[config.mk]
export PLATFORM = sky130hd
export DESIGN_NAME = fwd_hazard_scoreboard
export DESIGN_NICKNAME = d
export VERILOG_FILES = /design/src/rtl/fwd_pkg.sv /design/src/rtl/fwd_src_prio.sv /design/src/rtl/fwd_hazard_scoreboard.sv
export SDC_FILE = /design/constraint.sdc
export NUM_CORES = 1
export LEC_CHECK = 0
export BUFFER_PORTS_ARGS = -buffer_cell sky130_fd_sc_hd__buf_2
export CAP_MARGIN = 5
export CORE_MARGIN = 1.5
export CORE_UTILIZATION = 30
export DETAILED_ROUTE_END_ITERATION = 8
export GPL_TIMING_DRIVEN = 0
export PLACE_DENSITY = 0.54
export SLEW_MARGIN = 20
export SYNTH_ARGS = -nofsm -noshare
export SYNTH_HDL_FRONTEND = slang
export SYNTH_SLANG_ARGS = --single-unit
[constraint.sdc]
create_clock -name clk_i -period 3 [get_ports clk_i]
set_clock_uncertainty 0.2 [all_clocks]
set_input_delay 0 -clock clk_i [delete_from_list [all_inputs] [get_ports clk_i]]
set_output_delay 0 -clock clk_i [all_outputs]
set_load 0.02 [all_outputs]
[src/rtl/fwd_pkg.sv]
// Shared types and helpers for the forwarding / load-use hazard scoreboard.
package fwd_pkg;

   // Tags store addresses zero-extended to this width; ADDR_W must not exceed it.
   localparam int FWD_TAG_ADDR_W = 8;
   localparam int FWD_SEL_RF     = 0;

   typedef struct packed {
      logic                      valid;
      logic                      wr_en;
      logic                      is_load;
      logic [FWD_TAG_ADDR_W-1:0] addr;
   } fwd_tag_t;

   function automatic int fwd_clog2(input int value);
      int r;
      r = 0;
      for (int i = 0; i < 31; i++) begin
         if ((1 << i) < value) r = i + 1;
      end
      return r;
   endfunction

   function automatic int fwd_sel_w(input int depth);
      return (depth < 1) ? 1 : fwd_clog2(depth + 1);
   endfunction

endpackage

[src/rtl/fwd_src_prio.sv]
// Youngest-match finder for one source operand against the in-flight tag slots.
module fwd_src_prio
   import fwd_pkg::*;
#(
   parameter int ADDR_W = 5,
   parameter int DEPTH  = 2,
   parameter int IDX_W  = fwd_sel_w(DEPTH)
) (
   input  logic [ADDR_W-1:0]   i_src_addr,
   input  fwd_tag_t [DEPTH-1:0] i_slots,
   output logic                o_hit,
   output logic [IDX_W-1:0]    o_idx,
   output logic                o_is_load
);

   logic [FWD_TAG_ADDR_W-1:0] w_src;
   logic [DEPTH-1:0]          w_match;

   assign w_src = FWD_TAG_ADDR_W'(i_src_addr);

   always_comb begin
      for (int j = 0; j < DEPTH; j++) begin
         w_match[j] = i_slots[j].valid && i_slots[j].wr_en &&
                      (i_slots[j].addr != '0) && (i_slots[j].addr == w_src);
      end
   end

   // Scan oldest to youngest so the lowest matching slot index wins.
   always_comb begin
      o_hit     = 1'b0;
      o_idx     = '0;
      o_is_load = 1'b0;
      for (int j = DEPTH - 1; j >= 0; j--) begin
         if (w_match[j]) begin
            o_hit     = 1'b1;
            o_idx     = IDX_W'(j);
            o_is_load = i_slots[j].is_load;
         end
      end
   end

endmodule

[src/rtl/fwd_hazard_scoreboard.sv]
// Forwarding-select and load-use stall unit for the 5-stage pipeline.
// Optional stall counter enabled by defining FWD_STALL_CNT_EN.
module fwd_hazard_scoreboard
   import fwd_pkg::*;
#(
   parameter  int ADDR_W     = 5,
   parameter  int NUM_SRC    = 2,
   parameter  int DEPTH      = 2,
   parameter  int LOAD_STAGE = 2,
   localparam int SEL_W      = fwd_sel_w(DEPTH)
) (
   input  logic                      clk_i,
   input  logic                      rst_i,
   input  logic                      hold_i,
   input  logic                      flush_i,
   input  logic                      id_valid_i,
   input  logic [NUM_SRC*ADDR_W-1:0] id_src_addr_i,
   input  logic                      id_wr_en_i,
   input  logic [ADDR_W-1:0]         id_wr_addr_i,
   input  logic                      id_is_load_i,
   output logic                      stall_o,
   output logic [NUM_SRC*SEL_W-1:0]  fwd_sel_o,
   output logic [31:0]               stall_cnt_o
);

   // Only slots 0..DEPTH-1 are ever matched against; the oldest stage's tag
   // would be dropped on the next advance anyway, so it is not stored.
   fwd_tag_t [DEPTH-1:0]       r_slot;
   logic [NUM_SRC*SEL_W-1:0]   r_fwd_sel;

   logic [NUM_SRC-1:0]         w_hit;
   logic [NUM_SRC-1:0]         w_hit_load;
   logic [NUM_SRC-1:0]         w_op_stall;
   logic [SEL_W-1:0]           w_idx [NUM_SRC];
   logic [NUM_SRC*SEL_W-1:0]   w_sel_next;
   logic                       w_issue;
   fwd_tag_t                   w_id_tag;

   for (genvar n = 0; n < NUM_SRC; n++) begin : g_src
      fwd_src_prio #(
         .ADDR_W (ADDR_W),
         .DEPTH  (DEPTH),
         .IDX_W  (SEL_W)
      ) u_prio (
         .i_src_addr (id_src_addr_i[n*ADDR_W +: ADDR_W]),
         .i_slots    (r_slot),
         .o_hit      (w_hit[n]),
         .o_idx      (w_idx[n]),
         .o_is_load  (w_hit_load[n])
      );

      // Slot j reaches forward stage j+1 when this instruction reaches EX.
      assign w_op_stall[n] = w_hit[n] && w_hit_load[n] &&
                             ((32'(w_idx[n]) + 32'd1) < 32'(LOAD_STAGE));

      assign w_sel_next[n*SEL_W +: SEL_W] =
         w_hit[n] ? (w_idx[n] + SEL_W'(1)) : SEL_W'(FWD_SEL_RF);
   end

   assign stall_o = id_valid_i && (|w_op_stall);
   assign w_issue = id_valid_i && !stall_o && !flush_i;

   always_comb begin
      w_id_tag         = '0;
      w_id_tag.valid   = 1'b1;
      w_id_tag.wr_en   = id_wr_en_i;
      w_id_tag.is_load = id_is_load_i;
      w_id_tag.addr    = FWD_TAG_ADDR_W'(id_wr_addr_i);
   end

   always_ff @(posedge clk_i) begin
      if (rst_i) begin
         r_slot    <= '0;
         r_fwd_sel <= '0;
      end else if (!hold_i) begin
         for (int k = DEPTH - 1; k >= 1; k--) begin
            r_slot[k] <= r_slot[k-1];
         end
         if (w_issue) begin
            r_slot[0] <= w_id_tag;
            r_fwd_sel <= w_sel_next;
         end else begin
            r_slot[0] <= '0;
            r_fwd_sel <= '0;
         end
      end
   end

   assign fwd_sel_o = r_fwd_sel;

`ifdef FWD_STALL_CNT_EN
   logic [31:0] r_stall_cnt;

   function automatic logic [31:0] sat_inc32(input logic [31:0] value);
      return (value == 32'hFFFF_FFFF) ? value : value + 32'd1;
   endfunction

   always_ff @(posedge clk_i) begin
      if (rst_i) begin
         r_stall_cnt <= 32'd0;
      end else if (!hold_i && stall_o) begin
         r_stall_cnt <= sat_inc32(r_stall_cnt);
      end
   end

   assign stall_cnt_o = r_stall_cnt;
`else
   assign stall_cnt_o = 32'd0;
`endif

endmodule

==> summary.md <==
| Metric | Value |
|---|---|
| Worst setup EP type | output port |
| Register area share after synthesis | approximately 32% |
| Grt ovf | 0 |
| First-pass GRT wire length | around 4000 um |
| Setup TNS | 0 ps |
| Worst path bufs/invs | 2 |
| Final GP Congestion | 0.810 |
| RSZ-0062 raised after global routing | false |
| Power per standard cell area | 359 nW/um2 |
| Delay-heaviest family, CP | simple AND/OR/NAND/NOR gates |
| Yosys reg bits | 19 |
| Yosys top cell by area | dfxtp_1 |
| DRC | 0 |
| Placed Area | 1480 um2 |
| Largest net degree at the start of global routing | 13 |
| IO buf count | 26 |
| Ant diodes | 0 |
| Syn avg cell area | 9.32 um2 |
| Drt total wl | between 2000 and 3000 um |
| Post-layout util | between 40% and 50% |
| Post-CTS setup buffers | 0 |
| Vias in the first global route | around 900 |
| Initial drt markers | 17 |
| Slowest CP cell | dfxtp_1 |
| Clk Latency, worst-skew pair | 260 ps |
| Max Cap Viol | 0 |
| CTS clk-pin slew, worst paths | around 80 ps |
| Slew Limit Fails | 0 |
| CTS tree | built |
| Rel. slew slack | 58.7% |
| Req. time, crit path | 2800 ps |
| CTS Buffer Depth | 2 |
| Vias | between 1,000 and 1,500 |
| Startpoint types | register |
| Worst vdd ir | around 0.19 mV |
| Gate count of the mapped netlist | 126 |
| I/O pin cnt | 59 |
| Die Span Y | 65.6 um |
| Min Hold Slack | 33.0 ps |
| Worst Path Class, Setup | reg2out |
| Total CTS buffers | 3 |
| DR vias/cell | 4.18 |
| Worst EP arrival | between 1500 and 2000 ps |
| DIE AREA | 4300 um2 |
| Most frequent cells in the layout | buf_4 (32), conb_1 (32), buf_2 (26), dfxtp_1 (19), xnor2_1 (13) |
| Fmax achieved | around 480 MHz |
| Critical Path Max Stage Delay | around 460 ps |
| Final instance area | between 1500 and 2000 um2 |
| Drt wl/cell | around 11 um |
| Nets | 217 |
| Initial Util | a little under a third |
| Worst-path maximum fanout | 10 |
| Top cells by area, synth | dfxtp_1 (32%), buf_4 (20%), xnor2_1 (9.7%) |
| Die Span X | 65.6 um |
| Hpwl dp | 2090 um |
| Final min period | 2080 ps |
| Clock H-tree levels | 1 |
| Initial antenna violation count | 0 |
| Netlist cell types | 27 |
| DR pass1 iterations | 4 |
| Yosys top cell area share | between 30% and 40% |
| Final Hold Vio Count | 0 |
| YS warnings | 0 |
| Leak Pwr | 0.000821 uW |
| Crit-path cells | xnor2_1 -> nand3_1 -> nor3_1 -> o211ai_2 -> buf_6 -> nor2_1 -> buf_2 |
| Hold WC Path Type | in2reg |
| Clock sink count | 19 |
| Total GRT Usage | about an eighth |
| Core area | 3720 um2 |
| Fin crit share | slightly below 70% |
| Area grow syn2layout | 36.2% |
| Least-Margin Pin Slew | between 600 and 700 ps |
| # setup viols final | 0 |
| Status | finished clean |
| ANT nets after route | 0 |
| Root Buffer | clkbuf_8 |
| Mapped Area | roughly 1200 um2 |
| Share of cells above drive strength 1 | 33.5% |
| Core Rows | 22 |
## state kept, by name, indices dropped and copies added (netlist names)
| name | count |
|---|---|
| r_slot | 15 |
| fwd_sel_o | 4 |
## report_power, final
part / total (uW) / switching, uW / internal, uW / leakage [uW]
clock network: 182 / 88.5 / 93.6 / 0.0000217
registers: 261 / 5.38 / 256 / 0.000154
logic: 131 / 68.5 / 62.4 / 0.000645
total: 574 / 162 / 412 / 0.000821
## worst paths after layout
check	from	endpoint	slack [ps]	cells after the start
hold reg to reg	fwd_sel_o[1]	fwd_sel_o[1]	300	1
setup reg to reg	r_slot[3]	r_slot[8]	1070	6
setup / recovery	r_slot[3]	stall_o	920	7
hold / removal	rst_i	r_slot[14]	30	3
## area by class of cell
type / instances / area (um2)
fillers: 386 / 2120
multi-input cells: 101 / 644
flip-flops and latches: 19 / 380
plain buffers: 36 / 263
repair buffers: 33 / 200
well taps: 48 / 60.1
clock buffers: 3 / 41.3
clock inverters: 1 / 7.51
inverters: 1 / 3.75
## through the flow
step / power (uW) / std cells / setup WS, ps
after CTS: 579 / 242 / 897
after detailed placement: 390 / 231 / 1070
after floorplan: 364 / 157 / 1320
final: 574 / 242 / 918
after global routing: 604 / 242 / 746
after global placement: 388 / 231 / 1100
## logic make-up (layout without fill, tap and decap cells)
family,count (synthesis),count (layout),share of synthesized area [%]
XOR/XNOR,20,20,14.9
multiplexers,7,7,5.96
flip-flops,19,19,32.4
AND/OR/NAND/NOR,25,25,9.90
other,1,32,0.319
buffers and inverters,37,74,22.7
AO/OA/AOI/OAI,17,17,13.8
## timing repair
action,in CTS,in global routing
gates resized for setup,0,0
endpoints found under the hold margin,7,0
hold buffers,7,0
## worst min-delay path, stage by stage
cell and delay (ps):
buf_2 110, clkbuf_1 210, nor2_1 140
## per-layer routing
metal	wire (um)	GRT usage (%)	vias up
li1	-	-	511
met1	1130	14.5	452
met2	1210	20.9	47
met3	203	2.74	2
met4	14	3.91	0
met5	0	0	-
## cells in the mapped netlist
master    number
buf_6          1
o311a_1        1
or4_1          1
nand3_1        4
conb_1         1
and2_1         1
a32oi_1        2
nor2_1        12
o211ai_2       1
a32o_1         8
inv_1          1
clkbuf_1       2
nor3_1         3
a22o_2         1
xnor2_1       13
nor2b_1        1
a31o_1         1
a211oi_1       1
nand2_1        1
dfxtp_1       19
a21oi_1        1
o2111a_1       1
or3_1          2
buf_1          1
mux2i_1        7
xor2_1         7
buf_4         32
(Power assumes the default switching activity.)
